===== src/rtl/hook_controller_pkg.sv =====
// Shared definitions for the gold-miner hook controller: state encoding,
// state width and default swing/length limits.
package hook_controller_pkg;

    localparam int unsigned STATE_W = 2;

    typedef enum logic [STATE_W-1:0] {
        SWING   = 2'd0,
        EXTEND  = 2'd1,
        RETRACT = 2'd2,
        SCORE   = 2'd3
    } hook_state_t;

    localparam logic [7:0] ANGLE_MAX_DEF = 8'd180;
    localparam logic [7:0] LEN_MAX_DEF   = 8'd200;

endpackage


===== src/rtl/hook_controller_rise_detect.sv =====
// Registered rising-edge detector: one-cycle pulse, one cycle after `in` rises.
module rise_detect (
    input  logic clk,
    input  logic resetn,
    input  logic in,
    output logic out_pulse
);

    logic prev;

    always_ff @(posedge clk) begin
        if (!resetn) begin
            prev      <= 1'b0;
            out_pulse <= 1'b0;
        end else begin
            prev      <= in;
            out_pulse <= in & ~prev;
        end
    end

endmodule


===== src/rtl/hook_controller.sv =====
// Hook FSM: swings the angle, fires on a key press, extends, then retracts
// with or without a payload; paces every move off the frame counter's step.
module hook_controller
    import hook_controller_pkg::*;
#(
    parameter logic [7:0] ANGLE_MAX = ANGLE_MAX_DEF,
    parameter logic [7:0] LEN_MAX   = LEN_MAX_DEF
) (
    input  logic               clk,
    input  logic               resetn,
    input  logic               fire,
    input  logic               hit,
    input  logic               heavy,
    input  logic               enable_next,
    output logic               enable_my_counter,
    output logic [7:0]         angle,
    output logic [7:0]         length,
    output logic [STATE_W-1:0] hook_state,
    output logic               loaded,
    output logic               score_pulse
);

    hook_state_t state, state_next;
    logic        step, fire_rise;
    logic        dir_up, swing_up, heavy_l, slow;
    logic        en_next, score_next, retract_entry;

    rise_detect u_fire_rise (
        .clk       (clk),
        .resetn    (resetn),
        .in        (fire),
        .out_pulse (fire_rise)
    );

    rise_detect u_step_rise (
        .clk       (clk),
        .resetn    (resetn),
        .in        (enable_next),
        .out_pulse (step)
    );

    always_ff @(posedge clk) begin
        if (!resetn) begin
            state             <= SWING;
            enable_my_counter <= 1'b0;
            score_pulse       <= 1'b0;
        end else begin
            state             <= state_next;
            enable_my_counter <= en_next;
            score_pulse       <= score_next;
        end
    end

    always_comb begin
        state_next = state;
        unique case (state)
            SWING:   if (fire_rise) state_next = EXTEND;
            EXTEND:  if (hit || (step && length == LEN_MAX)) state_next = RETRACT;
            RETRACT: if (length == '0) state_next = loaded ? SCORE : SWING;
            SCORE:   state_next = SWING;
        endcase
    end

    // Outputs are registered from the next state so they line up with hook_state.
    always_comb begin
        en_next       = (state_next == state);
        score_next    = (state_next == SCORE);
        retract_entry = (state_next == RETRACT) && (state != RETRACT);
    end

    assign hook_state = state;

    // Bounce: keep moving the current way unless pinned at the far end.
    assign swing_up = dir_up ? (angle != ANGLE_MAX) : (angle == '0);

    always_ff @(posedge clk) begin
        if (!resetn) begin
            angle   <= '0;
            dir_up  <= 1'b1;
            length  <= '0;
            loaded  <= 1'b0;
            heavy_l <= 1'b0;
            slow    <= 1'b0;
        end else begin
            if (retract_entry)
                slow <= 1'b0;
            unique case (state)
                SWING: begin
                    if (step && !fire_rise) begin
                        dir_up <= swing_up;
                        angle  <= swing_up ? angle + 8'd1 : angle - 8'd1;
                    end
                end
                EXTEND: begin
                    if (hit) begin
                        loaded  <= 1'b1;
                        heavy_l <= heavy;
                    end else if (step && length != LEN_MAX) begin
                        length <= length + 8'd1;
                    end
                end
                RETRACT: begin
                    if (step && length != '0) begin
                        if (loaded && heavy_l) begin
                            slow <= ~slow;
                            if (slow)
                                length <= length - 8'd1;
                        end else begin
                            length <= length - 8'd1;
                        end
                    end
                end
                SCORE: begin
                    loaded  <= 1'b0;
                    heavy_l <= 1'b0;
                end
            endcase
        end
    end

endmodule


===== config.mk =====
export PLATFORM = sky130hd
export DESIGN_NAME = hook_controller
export DESIGN_NICKNAME = d
export VERILOG_FILES = /design/src/rtl/hook_controller_pkg.sv /design/src/rtl/hook_controller_rise_detect.sv /design/src/rtl/hook_controller.sv
export SDC_FILE = /design/constraint.sdc
export NUM_CORES = 1
export LEC_CHECK = 0
export CAP_MARGIN = 5
export CORE_ASPECT_RATIO = 1.1
export CORE_MARGIN = 4
export CORE_UTILIZATION = 46
export CTS_BUF_LIST = sky130_fd_sc_hd__clkbuf_2
export CTS_CLUSTER_DIAMETER = 30
export DETAILED_ROUTE_END_ITERATION = 10
export DONT_BUFFER_PORTS = 1
export GPL_ROUTABILITY_DRIVEN = 0
export HOLD_SLACK_MARGIN = 0.08
export PLACE_DENSITY = 0.72
export SYNTH_ARGS = -nofsm -noshare
export SYNTH_HDL_FRONTEND = slang
export SYNTH_SLANG_ARGS = --single-unit

===== constraint.sdc =====
create_clock -name clk -period 2.4 [get_ports clk]
set_input_delay 0.24 -clock clk [delete_from_list [all_inputs] [get_ports clk]]
set_output_delay 0.24 -clock clk [all_outputs]
set_load 0.02 [all_outputs]

-- Word-level counts from Yosys, hierarchy flattened
Index checks and enable logic that the tools add are counted.
- RAM bits: 0
- latch bits: 0
- word-level logic and storage cells: 75
- output and inout bits: 21
- ROM bits: 0
- bits of input ports: 6
- flip-flop bits (word level): 28
- memories kept: 0
- div/mod/pow operators: 0
- reductions and logical operators: 17
- shift operators: 0
- bitwise logic cells: 5
- equality and inequality tests: 15
- multiply operators: 0
- mux-type cells: 21
- $add $sub $neg: 4
- magnitude comparators: 0
- operator list (operator ; count):
    $mux 8 ; 6
    $add 8x1->8 const B ; 2
    $logic_not 8->1 ; 2
    $ne 8x8->1 const B ; 2
    $pmux 8 s2 ; 1
    $sub 8x1->8 const B ; 2
    $ne 2x2->1 const B ; 5
    $eq 2x2->1 const B ; 4
    $eq 8x8->1 const B ; 1
    $mux 2 ; 4
    $pmux 2 s4 ; 1
    $reduce_bool 8->1 ; 1
    $mux 1 ; 7
    $logic_and 1x1->1 ; 6
    $reduce_and 5->1 ; 1
    $pmux 1 s2 ; 2
    $reduce_and 2->1 ; 2
    $reduce_bool 2->1 ; 2
    $ne 3x3->1 const B ; 1
    $not 1->1 ; 3
    $and 1x1->1 ; 2
    $eq 2x1->1 const B ; 1
    $eq 2x2->1 ; 1
    $logic_not 2->1 ; 1
    2 further kinds ; 2

-- Longest topological paths before layout
- word-level depth: 11
- depth in mapped cells: 10
- depth with buffers taken out: 10

-- By module
From an unflattened synthesis, not the netlist that was laid out.
- cells, all modules: 199
- area, all modules: 1754.2 um^2
- by module, submodules not included (module ; area each (um^2) ; instances ; cells an instance ; sequential area each (um^2)):
    hook_controller ; 1644.1 ; 1 ; 191 ; 480.5
    rise_detect ; 55.1 ; 2 ; 4 ; 40.0

-- Worst setup path after synthesis
Ideal clock, no wire load.
- kind: register to register
- start point: register angle[3]
- end point: register angle[7]
- data required time: 2330 ps
- path buffers: 0
- slack: -160 ps
- clock period less this slack: 2560 ps
- stages on the path, launching flop included: 10
- data arrival time: 2490 ps
- setup time: 70 ps
- cells stage by stage: dfxtp_1 nor4_1 a21o_1 nand2_1 ha_1 a211oi_1 o211a_1 a211oi_1 or4_1 a21oi_1
- cells in the longest elaborated chain, start to end: 3
- elaborated cells between the ends (all ways): 6
- classes of those cells: add/sub (2); eq/ne (1); mux (2); reduce/logical (1)
- ends and longest elaborated chain (item ; line ; text):
    from (decl) ; hook_controller.sv:16 ; output logic [7:0] angle,
    from (signal assigned) ; hook_controller.sv:91 ; angle <= swing_up ? angle + 8'd1 : angle - 8'd1;
    parallel branches: the longest is 2 deep, another holds $sub 8x1->8 ; n/a ;
    $mux 8 (*) ; hook_controller.sv:91 ;
Every way passes the cells marked *.
A chain may end at the register's enable or synchronous reset.

-- Final worst setup path
- start point: register angle[1]
- end point: register angle[7]
Same word-level chain as after synthesis.

==> results.toml <==
[run_status]
status = "finished with violations"
violations = "negative hold slack, negative setup slack"

[timing]
rsz0062_at_grt = "yes"
finClkSkew_ns = 0.00616
finalHoldViolCount = 1
fmax_ghz = 0.396
setup_viol_count_final = 2
finalCritPeriodShare = 1.05
max_slew_margin = 0.542
tightest_slew_ns = 0.686
hold_ws_ns = -0.0452
slew_viol_final = 0
period_minus_slack_ns = 2.52
setup_ws_ns = -0.123

[drt]
vias_per_cell = 5.66
route.met3.wl_um = 168
wl_met2_mm = 2.13
post_drt_wl_per_cell_um = 15.1
route.detailed.drc = 0
top_layer_used = "met4"
wl_met1_mm = 1.87
drt-total-wl_mm = 4.27
first_iter_violations = 110
dr_total_vias = 1602
dr.pass1.iters = 4
detail-route-antenna-nets = 0

[power_and_ir_drop]
clock_power_share = 0.318
irDropWorstVdd_uv = 246
power.leakage_nw = 0.874
switching_share = 0.251
p_sw_mw = 0.230
power_density_nw_per_um2 = 409
p_int_mw = 0.685
p_comb_frac = 0.142
pwr-share-seq = 0.541

[cts]
cts_num_sinks = 28
root_buffer = "clkbuf_2"
insertion_delay_ns = 0.37
cts_buffers = 3
htree_num_levels = 1
clockBufferDepth = 2
tritoncts = "done"
clkTransAtPathRegs_ns = 0.27

[final_layout]
fin_nets = 254
antenna_cells = 0
stdcell_area_um2 = 2240
final_util = 0.612
syn2layout_area_growth_pct = 27.6
nFillCells = 342
layout_common_cells = "buf_4 (23), dfxtp_1 (22), nor2_1 (16), inv_1 (15), a21oi_1 (13)"
layout_commonest_cell = "buf_4"
drive_above_1_share = 0.223

[synthesis]
yosys.area.top_type_share = 0.320
synth.ff_latch_count = 28
synth_ff_type = "dfxtp_1"
yosys-top-cells-area = "dfxtp_1 (32%), ha_1 (8.6%), mux2i_1 (4.6%), a21oi_1 (4.3%), nor2_1 (3.6%)"
synth_cell_types = 46
synth_nets = 220
avgSynthCellArea_um2 = 8.76
synth_edf_count = 0
async_flop_share = 0
yosysTopAreaCell = "dfxtp_1"
netlist_area_um2 = 1750
ys.warnings.count = 0
postSynthCellCount = 200
seq_area_frac_synth = 0.320

[grt]
grt_pass1_vias = 1553
grt_max_degree = 21
grt_antenna_before_repair = 0
grt_pass1_wl_mm = 7.31
grt_remaining_overflow = 0
track_usage = 0.192

[placement]
place_area_um2 = 2030
io_buffers = 0
hpwl_mm = 3.14

[setup_path]
crit_required_ns = 2.73
cp-end-kind = "flop"
crit_type = "reg -> reg"
cp.arrival_ns = 2.85
critPathMaxFanout = 8
cp-start-kind = "flop"

[flow_run]
drv_cap = 0

[worst_hold_path]
hold_path.class = "in -> reg"

[floorplanning]
die_w_um = 66.9
die_height_um = 72.7
core-area_um2 = 3650
placementRows = 23
io_pins = 27
start_util = 0.480
dieArea_um2 = 4860
power groups by stage:
stage / registers (mW) / logic, mW / clock network (mW)
2_1_floorplan: 0.511 / 0.0698 / 0
3_3_place_gp: 0.503 / 0.104 / 0
3_5_place_dp: 0.503 / 0.107 / 0
4_1_cts: 0.495 / 0.122 / 0.295
5_1_grt: 0.497 / 0.142 / 0.316
6_report: 0.494 / 0.129 / 0.290
layer usage:
metal  track usage  vias to the layer above
li1              -                      801
met1         0.245                      757
met2         0.324                       34
met3        0.0293                       10
met4        0.0721                        0
met5             0                        -
cells in the mapped netlist, types with 2 or more instances:
master,number
ha_1,12
o211ai_1,7
a211oi_1,5
mux2i_1,8
nand2b_1,2
o21a_1,5
clkbuf_1,4
nand2_1,10
nor3b_1,3
nand3_1,3
nor2_1,17
or3_1,2
fa_1,2
o211a_1,2
inv_1,15
a21o_1,3
a21oi_1,15
xnor2_1,6
and2_1,4
nor4_1,4
dfxtp_1,28
buf_2,2
nor3_1,4
a31oi_1,4
nor2b_1,6
o21ai_0,7
critical path, cell delays in order, from the launching register on:
cell and delay, ns:
dfxtp_4 0.42, nor4_4 0.29, a21o_1 0.21, nand2_4 0.13, ha_4 0.31, o211ai_1 0.10
o211a_1 0.24, o211a_1 0.21, or4_1 0.41, a21oi_1 0.15
stage by stage:
step	hold slack, ns	instances	setup slack [ns]	setup TNS (ns)	total power, mW
after floorplan	0.367	200	0.00557	0	0.581
after global placement	0.341	264	0.000362	0	0.607
after detailed placement	0.342	264	-0.0725	-0.0847	0.610
after CTS	-0.0574	280	-0.0776	-0.113	0.912
after global routing	-0.0942	283	-0.296	-0.745	0.955
final	-0.0452	283	-0.123	-0.175	0.914
final timing paths:
kind                                         endpoint        startpoint  cells after the start  slack [ns]
worst min register to register  u_fire_rise.out_pulse  u_fire_rise.prev                      1        0.42
worst max register to register               angle[7]          angle[1]                      9       -0.12
worst max-delay path                         angle[7]          angle[1]                      9       -0.12
worst min-delay path                             slow            resetn                      1       -0.05
timing repair:
| item | CTS | global route |
|---|---|---|
| gates resized for setup | 2 | 7 |
| hold buffers | 10 | 2 |
| endpoints found under the setup margin | 3 | 4 |
| setup buffers | 2 | 1 |
| endpoints found under the hold margin | 10 | 4 |
| pin swaps | 6 | 6 |
cell type report:
type / count / area (µm²) / area share
timing repair buffer: 35 / 293 / 0.131
tap: 50 / 62.6 / 0.0280
multi-input combinational: 151 / 1210 / 0.541
inverter: 15 / 56.3 / 0.0252
clock buffer: 3 / 15.0 / 0.00672
clock inverter: 1 / 30.0 / 0.0134
sequential: 28 / 571 / 0.255
cell families (layout without fill, tap and decap cells):
family | Yosys count | in the layout | synth area share
AOI/OAI and AO/OA | 58 | 58 | 0.239
xor gates and xnor gates | 7 | 7 | 0.0350
adders and majority gates | 14 | 14 | 0.108
buffers and inverters | 21 | 54 | 0.0464
DFF | 28 | 28 | 0.320
muxes | 8 | 8 | 0.0457
and+or+nand+nor | 64 | 64 | 0.206
Power figures use the tool's default switching activity.
